File: config.mk
export PLATFORM = sky130hd
export DESIGN_NAME = divider_arbiter
export DESIGN_NICKNAME = d
export VERILOG_FILES = /design/src/rtl/divider_arbiter.sv
export SDC_FILE = /design/constraint.sdc
export NUM_CORES = 1
export LEC_CHECK = 0
export CAP_MARGIN = 15
export CELL_PAD_IN_SITES_DETAIL_PLACEMENT = 1
export CELL_PAD_IN_SITES_GLOBAL_PLACEMENT = 1
export CORE_MARGIN = 2
export CORE_UTILIZATION = 29
export DETAILED_ROUTE_END_ITERATION = 7
export GPL_TIMING_DRIVEN = 0
export MAX_ROUTING_LAYER = met4
export PLACE_DENSITY_LB_ADDON = 0.1
export SLEW_MARGIN = 30
export SYNTH_ARGS = -nofsm -noshare
export SYNTH_HDL_FRONTEND = slang
export SYNTH_SLANG_ARGS = --single-unit
File: constraint.sdc
create_clock -name clk -period 2.3 [get_ports clk]
set_input_delay 0.46 -clock clk [delete_from_list [all_inputs] [get_ports clk]]
set_output_delay 0.46 -clock clk [all_outputs]
set_load 0.05 [all_outputs]
File: src/rtl/divider_arbiter.sv
// divider_arbiter: round-robin scheduler sharing one sequential 12/6 restoring
// divider between N_REQ requesters.
// Optional feature macro: DIVIDER_ARBITER_ZERO_CHECK_EN. When it is defined,
// zero divisors are answered locally and the divider is not launched.
module divider_arbiter #(
  parameter int unsigned N_REQ        = 4,
  parameter int unsigned DRAIN_CYCLES = 48
) (
  input  logic                  clk,
  input  logic                  rst_n,
  input  logic [N_REQ-1:0]      req,
  input  logic [12*N_REQ-1:0]   req_aq,
  input  logic [6*N_REQ-1:0]    req_div,
  output logic [N_REQ-1:0]      gnt,
  output logic [N_REQ-1:0]      rsp_valid,
  output logic [5:0]            rsp_quotient,
  output logic [5:0]            rsp_remainder,
  output logic                  rsp_err,
  output logic                  busy,
  output logic                  div_start,
  output logic [11:0]           div_aq,
  output logic [5:0]            div_divisor,
  input  logic                  div_ready,
  input  logic [5:0]            div_quotient,
  input  logic [5:0]            div_remainder
);

  localparam int unsigned AQ_W  = 12;
  localparam int unsigned DV_W  = 6;
  localparam int unsigned IDX_W = (N_REQ > 1) ? $clog2(N_REQ) : 1;
  localparam int unsigned CNT_W = $clog2(DRAIN_CYCLES + 1);

  typedef enum logic [2:0] {
    ST_SETTLE,
    ST_IDLE,
    ST_LAUNCH,
    ST_WAIT,
    ST_RESP
  } state_t;

  state_t             state, state_d;
  logic [CNT_W-1:0]   cnt, cnt_d;
  logic [IDX_W-1:0]   ptr, ptr_d;
  logic [N_REQ-1:0]   gnt_d, rsp_valid_d;
  logic [5:0]         q_d, r_d;
  logic               err_d, busy_d, start_d;
  logic [AQ_W-1:0]    aq_d;
  logic [DV_W-1:0]    dv_d;
`ifdef DIVIDER_ARBITER_ZERO_CHECK_EN
  logic               zero_pend, zero_d;
`endif

  logic               win_found;
  logic [IDX_W-1:0]   win_idx, cand;
  logic [AQ_W-1:0]    sel_aq;
  logic [DV_W-1:0]    sel_dv;
  logic [N_REQ-1:0]   sel_oh;

  // Round-robin pick: first set request scanning upward from the pointer
  always_comb begin
    win_found = 1'b0;
    win_idx   = '0;
    cand      = '0;
    for (int unsigned k = 0; k < N_REQ; k++) begin
      cand = IDX_W'((32'(ptr) + k) % N_REQ);
      if (!win_found && req[cand]) begin
        win_found = 1'b1;
        win_idx   = cand;
      end
    end
  end

  // Operand mux and one-hot grant for the winning requester
  always_comb begin
    sel_aq = '0;
    sel_dv = '0;
    sel_oh = '0;
    for (int unsigned i = 0; i < N_REQ; i++) begin
      if (win_idx == IDX_W'(i)) begin
        sel_aq    = req_aq[AQ_W*i +: AQ_W];
        sel_dv    = req_div[DV_W*i +: DV_W];
        sel_oh[i] = 1'b1;
      end
    end
  end

  // Next-state and next-output logic
  always_comb begin
    state_d     = state;
    cnt_d       = cnt;
    ptr_d       = ptr;
    gnt_d       = gnt;
    rsp_valid_d = '0;
    q_d         = rsp_quotient;
    r_d         = rsp_remainder;
    err_d       = rsp_err;
    start_d     = 1'b0;
    aq_d        = div_aq;
    dv_d        = div_divisor;
`ifdef DIVIDER_ARBITER_ZERO_CHECK_EN
    zero_d      = zero_pend;
`endif
    unique case (state)
      // Let a divider run left over from before reset drain out
      ST_SETTLE: begin
        if (cnt == CNT_W'(DRAIN_CYCLES - 1)) begin
          state_d = ST_IDLE;
          cnt_d   = '0;
        end else begin
          cnt_d = CNT_W'(cnt + 1'b1);
        end
      end
      ST_IDLE: begin
        if (win_found) begin
          aq_d    = sel_aq;
          dv_d    = sel_dv;
          gnt_d   = sel_oh;
          ptr_d   = (win_idx == IDX_W'(N_REQ - 1)) ? '0 : IDX_W'(win_idx + 1'b1);
          state_d = ST_LAUNCH;
`ifdef DIVIDER_ARBITER_ZERO_CHECK_EN
          if (sel_dv == '0) begin
            state_d = ST_RESP;
            zero_d  = 1'b1;
          end
`endif
        end
      end
      ST_LAUNCH: begin
        start_d = 1'b1;
        state_d = ST_WAIT;
      end
      ST_WAIT: begin
        if (div_ready) begin
          q_d         = div_quotient;
          r_d         = div_remainder;
          err_d       = 1'b0;
          rsp_valid_d = gnt;
          state_d     = ST_RESP;
        end
      end
      ST_RESP: begin
`ifdef DIVIDER_ARBITER_ZERO_CHECK_EN
        if (zero_pend) begin
          rsp_valid_d = gnt;
          q_d         = 6'h3F;
          r_d         = div_aq[11:6];
          err_d       = 1'b1;
          zero_d      = 1'b0;
        end else
`endif
        begin
          gnt_d   = '0;
          state_d = ST_IDLE;
        end
      end
      default: state_d = ST_SETTLE;
    endcase
    busy_d = (state_d != ST_IDLE);
  end

  // State and registered outputs
  always_ff @(posedge clk or negedge rst_n) begin
    if (!rst_n) begin
      state         <= ST_SETTLE;
      cnt           <= '0;
      ptr           <= '0;
      gnt           <= '0;
      rsp_valid     <= '0;
      rsp_quotient  <= '0;
      rsp_remainder <= '0;
      rsp_err       <= 1'b0;
      busy          <= 1'b0;
      div_start     <= 1'b0;
      div_aq        <= '0;
      div_divisor   <= '0;
`ifdef DIVIDER_ARBITER_ZERO_CHECK_EN
      zero_pend     <= 1'b0;
`endif
    end else begin
      state         <= state_d;
      cnt           <= cnt_d;
      ptr           <= ptr_d;
      gnt           <= gnt_d;
      rsp_valid     <= rsp_valid_d;
      rsp_quotient  <= q_d;
      rsp_remainder <= r_d;
      rsp_err       <= err_d;
      busy          <= busy_d;
      div_start     <= start_d;
      div_aq        <= aq_d;
      div_divisor   <= dv_d;
`ifdef DIVIDER_ARBITER_ZERO_CHECK_EN
      zero_pend     <= zero_d;
`endif
    end
  end

endmodule

==> flow_metrics.py <==
metrics = {
    "floorplanning": {
        "core-area_um2": 9280,
        "num_rows": 35,
        "initial_core_util_pct": 29.9,
        "die_h_um": 102,
        "io_pins": 132,
        "design.die.area_um2": 10400,
        "die_w_um": 102,
    },
    "clocking": {
        "htreeDepth": 2,
        "cts_tree": "built",
        "cts.path.max_buffers": 2,
        "numClockSinks": 51,
        "clk_pin_slew_ns": 0.10,
        "cts_buffers": 5,
        "clock_latency_ns": 0.31,
        "cts-root-buf": "clkbuf_8",
    },
    "global_routing": {
        "grt_pass1_vias": 3052,
        "grt_pass1_wl_um": 15100,
        "grt_max_degree": 40,
        "grt_antenna_before_repair": 0,
        "grt-ovfl-total": 0,
        "grt_util_all_layers_pct": 19.2,
    },
    "finish": {
        "nNetsFinal": 539,
        "layout_commonest_cell": "clkdlybuf4s50_1",
        "final_cell_area_um2": 4460,
        "layout_common_cells": "clkdlybuf4s50_1, dfrtp_1, a21oi_1",
        "n_antenna_cell": 0,
        "area_delta_synth_final_pct": 60.7,
        "fin_cells": 573,
        "layout-drive-gt1-share_pct": 14.4,
    },
    "place": {
        "dp_cells": 562,
        "place.gp.congestion": 0.824,
        "hpwl_um": 7030,
        "place_area_um2": 4260,
        "numPortBuffers": 130,
    },
    "drt": {
        "via_per_inst": 4.89,
        "vias": 2800,
        "drt_iter0_drc": 24,
        "ant_nets": 0,
        "drc": 0,
        "wirelength_um": 9450,
        "wire_per_inst_um": 16.5,
        "dr.pass1.iters": 4,
    },
    "synth": {
        "synth_compound_area_share_pct": 24.9,
        "synth-simple-area-share_pct": 12.2,
        "synth_top_family_by_area": "compound AO/OA/AOI/OAI gates",
        "synth-xor-area-share_pct": 0.316,
        "syn_area_um2": 2780,
        "ys_types": 39,
        "syn_inst": 302,
        "synth-adder-area-share_pct": 2.25,
        "synth.yosys.seq_area_share_pct": 46.0,
        "syn_avg_cell_area_um2": 9.19,
        "ys_warn_count": 0,
        "synth_nets": 398,
        "yosys_register_bits": 51,
        "synthMuxAreaShare_pct": 6.54,
    },
    "sta": {
        "fin_crit_ns": 2.13,
        "setup_viol": 0,
        "slew_headroom_pct": 62.2,
        "tightest_slew_ns": 0.565,
        "period_share_pct": 92.6,
        "timing.fmax_mhz": 469,
        "drv_slew": 0,
        "final_hold_viol_count": 0,
        "fin_skew_ns": 0.00438,
    },
    "setup_path": {
        "crit_path_end_kind": "flip-flop",
        "startpoint_type": "flip-flop",
        "worstPathArrival_ns": 2.33,
        "worstSetupPathType": "reg -> reg",
        "path_max_fanout": 10,
        "required_ns": 2.50,
    },
    "pwr": {
        "cellPowerDensity_nw_per_um2": 553,
        "p_leak_uw": 0.00194,
        "p_seq_share_pct": 40.1,
        "internal-power_uw": 1580,
        "power_frac_clock_pct": 22.4,
        "ir_worst_vdd_uv": 222,
        "p_sw_uw": 883,
        "p_comb_share_pct": 37.5,
        "finalPower_uw": 2470,
        "swShare_pct": 35.8,
    },
    "min_path": {
        "hold_class": "reg -> reg",
    },
    "status": {
        "status": "finished, final reports clean",
    },
    "run": {
        "maxCapViolations": 0,
    },
}
[power groups by stage]
stage	logic (uW)	clock network, uW	registers, uW
6_report	925	554	989
5_1_grt	1000	600	998
3_3_place_gp	856	0	1000
2_1_floorplan	293	0	1190
4_1_cts	899	569	989
3_5_place_dp	875	0	1010
[worst max-delay path, cell delays in order, from the launching register on]
cell	delay, ns
dfrtp_2	0.47
mux2i_1	0.14
a211o_1	0.36
buf_4	0.17
ha_4	0.19
buf_4	0.19
a21oi_2	0.11
o21ai_0	0.08
a22oi_1	0.21
a21oi_1	0.11
[cell type report]
class                           instances  area (um2)
Fill cell                            1102        4820
Timing Repair Buffer                  136        1350
Multi-Input combinational cell        205        1330
Sequential cell                        51        1280
Buffer                                 21         166
Tap cell                              129         161
Inverter                               23        86.3
Clock buffer                            6        72.6
Clock inverter                          2        17.5
[flip-flops by register name, indices dropped and copies added, names as in the netlist]
register and cells:
div_aq 12, cnt 6, div_divisor 6, rsp_quotient 6, rsp_remainder 6, gnt 4, rsp_valid 4, state 3
ptr 2, busy 1, div_start 1
[layer usage]
layer  vias up  global-route usage (%)  wire, um
li1       1336                       -         -
met1      1369                    23.4      4120
met2        82                    32.3      4590
met3        13                    4.10       538
met4         0                    5.64       199
met5         -                       -         0
[cell usage after synthesis, drive strengths merged]
| master | instances | area, um2 |
|---|---|---|
| nor3 | 4 | 36.3 |
| a21o | 3 | 22.5 |
| mux2 | 14 | 161 |
| a21boi | 1 | 7.51 |
| a22oi | 15 | 113 |
| nand4b | 1 | 8.76 |
| a31oi | 5 | 37.5 |
| ha | 5 | 62.6 |
| nand2 | 31 | 119 |
| conb | 1 | 3.75 |
| xnor2 | 1 | 8.76 |
| o41ai | 1 | 27.5 |
| a211o | 4 | 35.0 |
| clkbuf | 11 | 41.3 |
| buf | 12 | 86.3 |
| a22o | 7 | 61.3 |
| a21oi | 50 | 250 |
| o21a | 1 | 7.51 |
| nor2 | 25 | 101 |
| inv | 23 | 86.3 |
| o21ai | 17 | 85.1 |
| a221oi | 3 | 26.3 |
| nor4 | 1 | 6.26 |
| o22a | 2 | 17.5 |
| nand3 | 3 | 15.0 |
| nor2b | 1 | 6.26 |
| dfrtp | 51 | 1280 |
| and3 | 1 | 6.26 |
| mux2i | 2 | 20.0 |
| and2 | 5 | 31.3 |
| nor3b | 1 | 7.51 |
[final timing paths]
path,endpoint,cells past startpoint,slack [ns],start
worst max-delay path,div_divisor[4],9,0.17,ptr[1]
worst min-delay path,cnt[2],1,0.52,cnt[2]
worst max register to register,div_divisor[4],9,0.17,ptr[1]
worst min register to register,cnt[2],1,0.52,cnt[2]
max in group asynchronous,div_aq[5],3,1.29,rst_n
min in group asynchronous,rsp_valid[1],2,0.55,rst_n
[cell families (layout without fill, tap and decap cells)]
family | count (synthesis) | count (layout)
buffers and inverters | 46 | 188
other | 1 | 1
DFF | 51 | 51
adders and majority gates | 5 | 5
AOI/OAI and AO/OA | 109 | 109
and+or+nand+nor | 73 | 73
muxes | 16 | 16
xor gates and xnor gates | 1 | 1
[metrics by stage]
step / hold WS, ns / setup slack [ns] / util, % / setup TNS, ns
finish: 0.516 / 0.169 / 48.0 / 0
global route: 0.540 / -0.00351 / 48.0 / -0.00351
CTS: 0.523 / 0.00276 / 47.3 / 0
detailed placement: 0.329 / -1.03 / 45.8 / -19.76
global placement: 0.485 / -0.968 / 45.6 / -67.54
floorplan: 0.164 / 0.234 / - / 0
[what timing repair did]
action	CTS	global route
pin swaps	0	3
gates resized for setup	24	23
hold endpoints to repair	12	0
endpoints found under the setup margin	22	19
buffers inserted	0	4
hold buffers	1	0
Power figures use the tool's default switching activity.
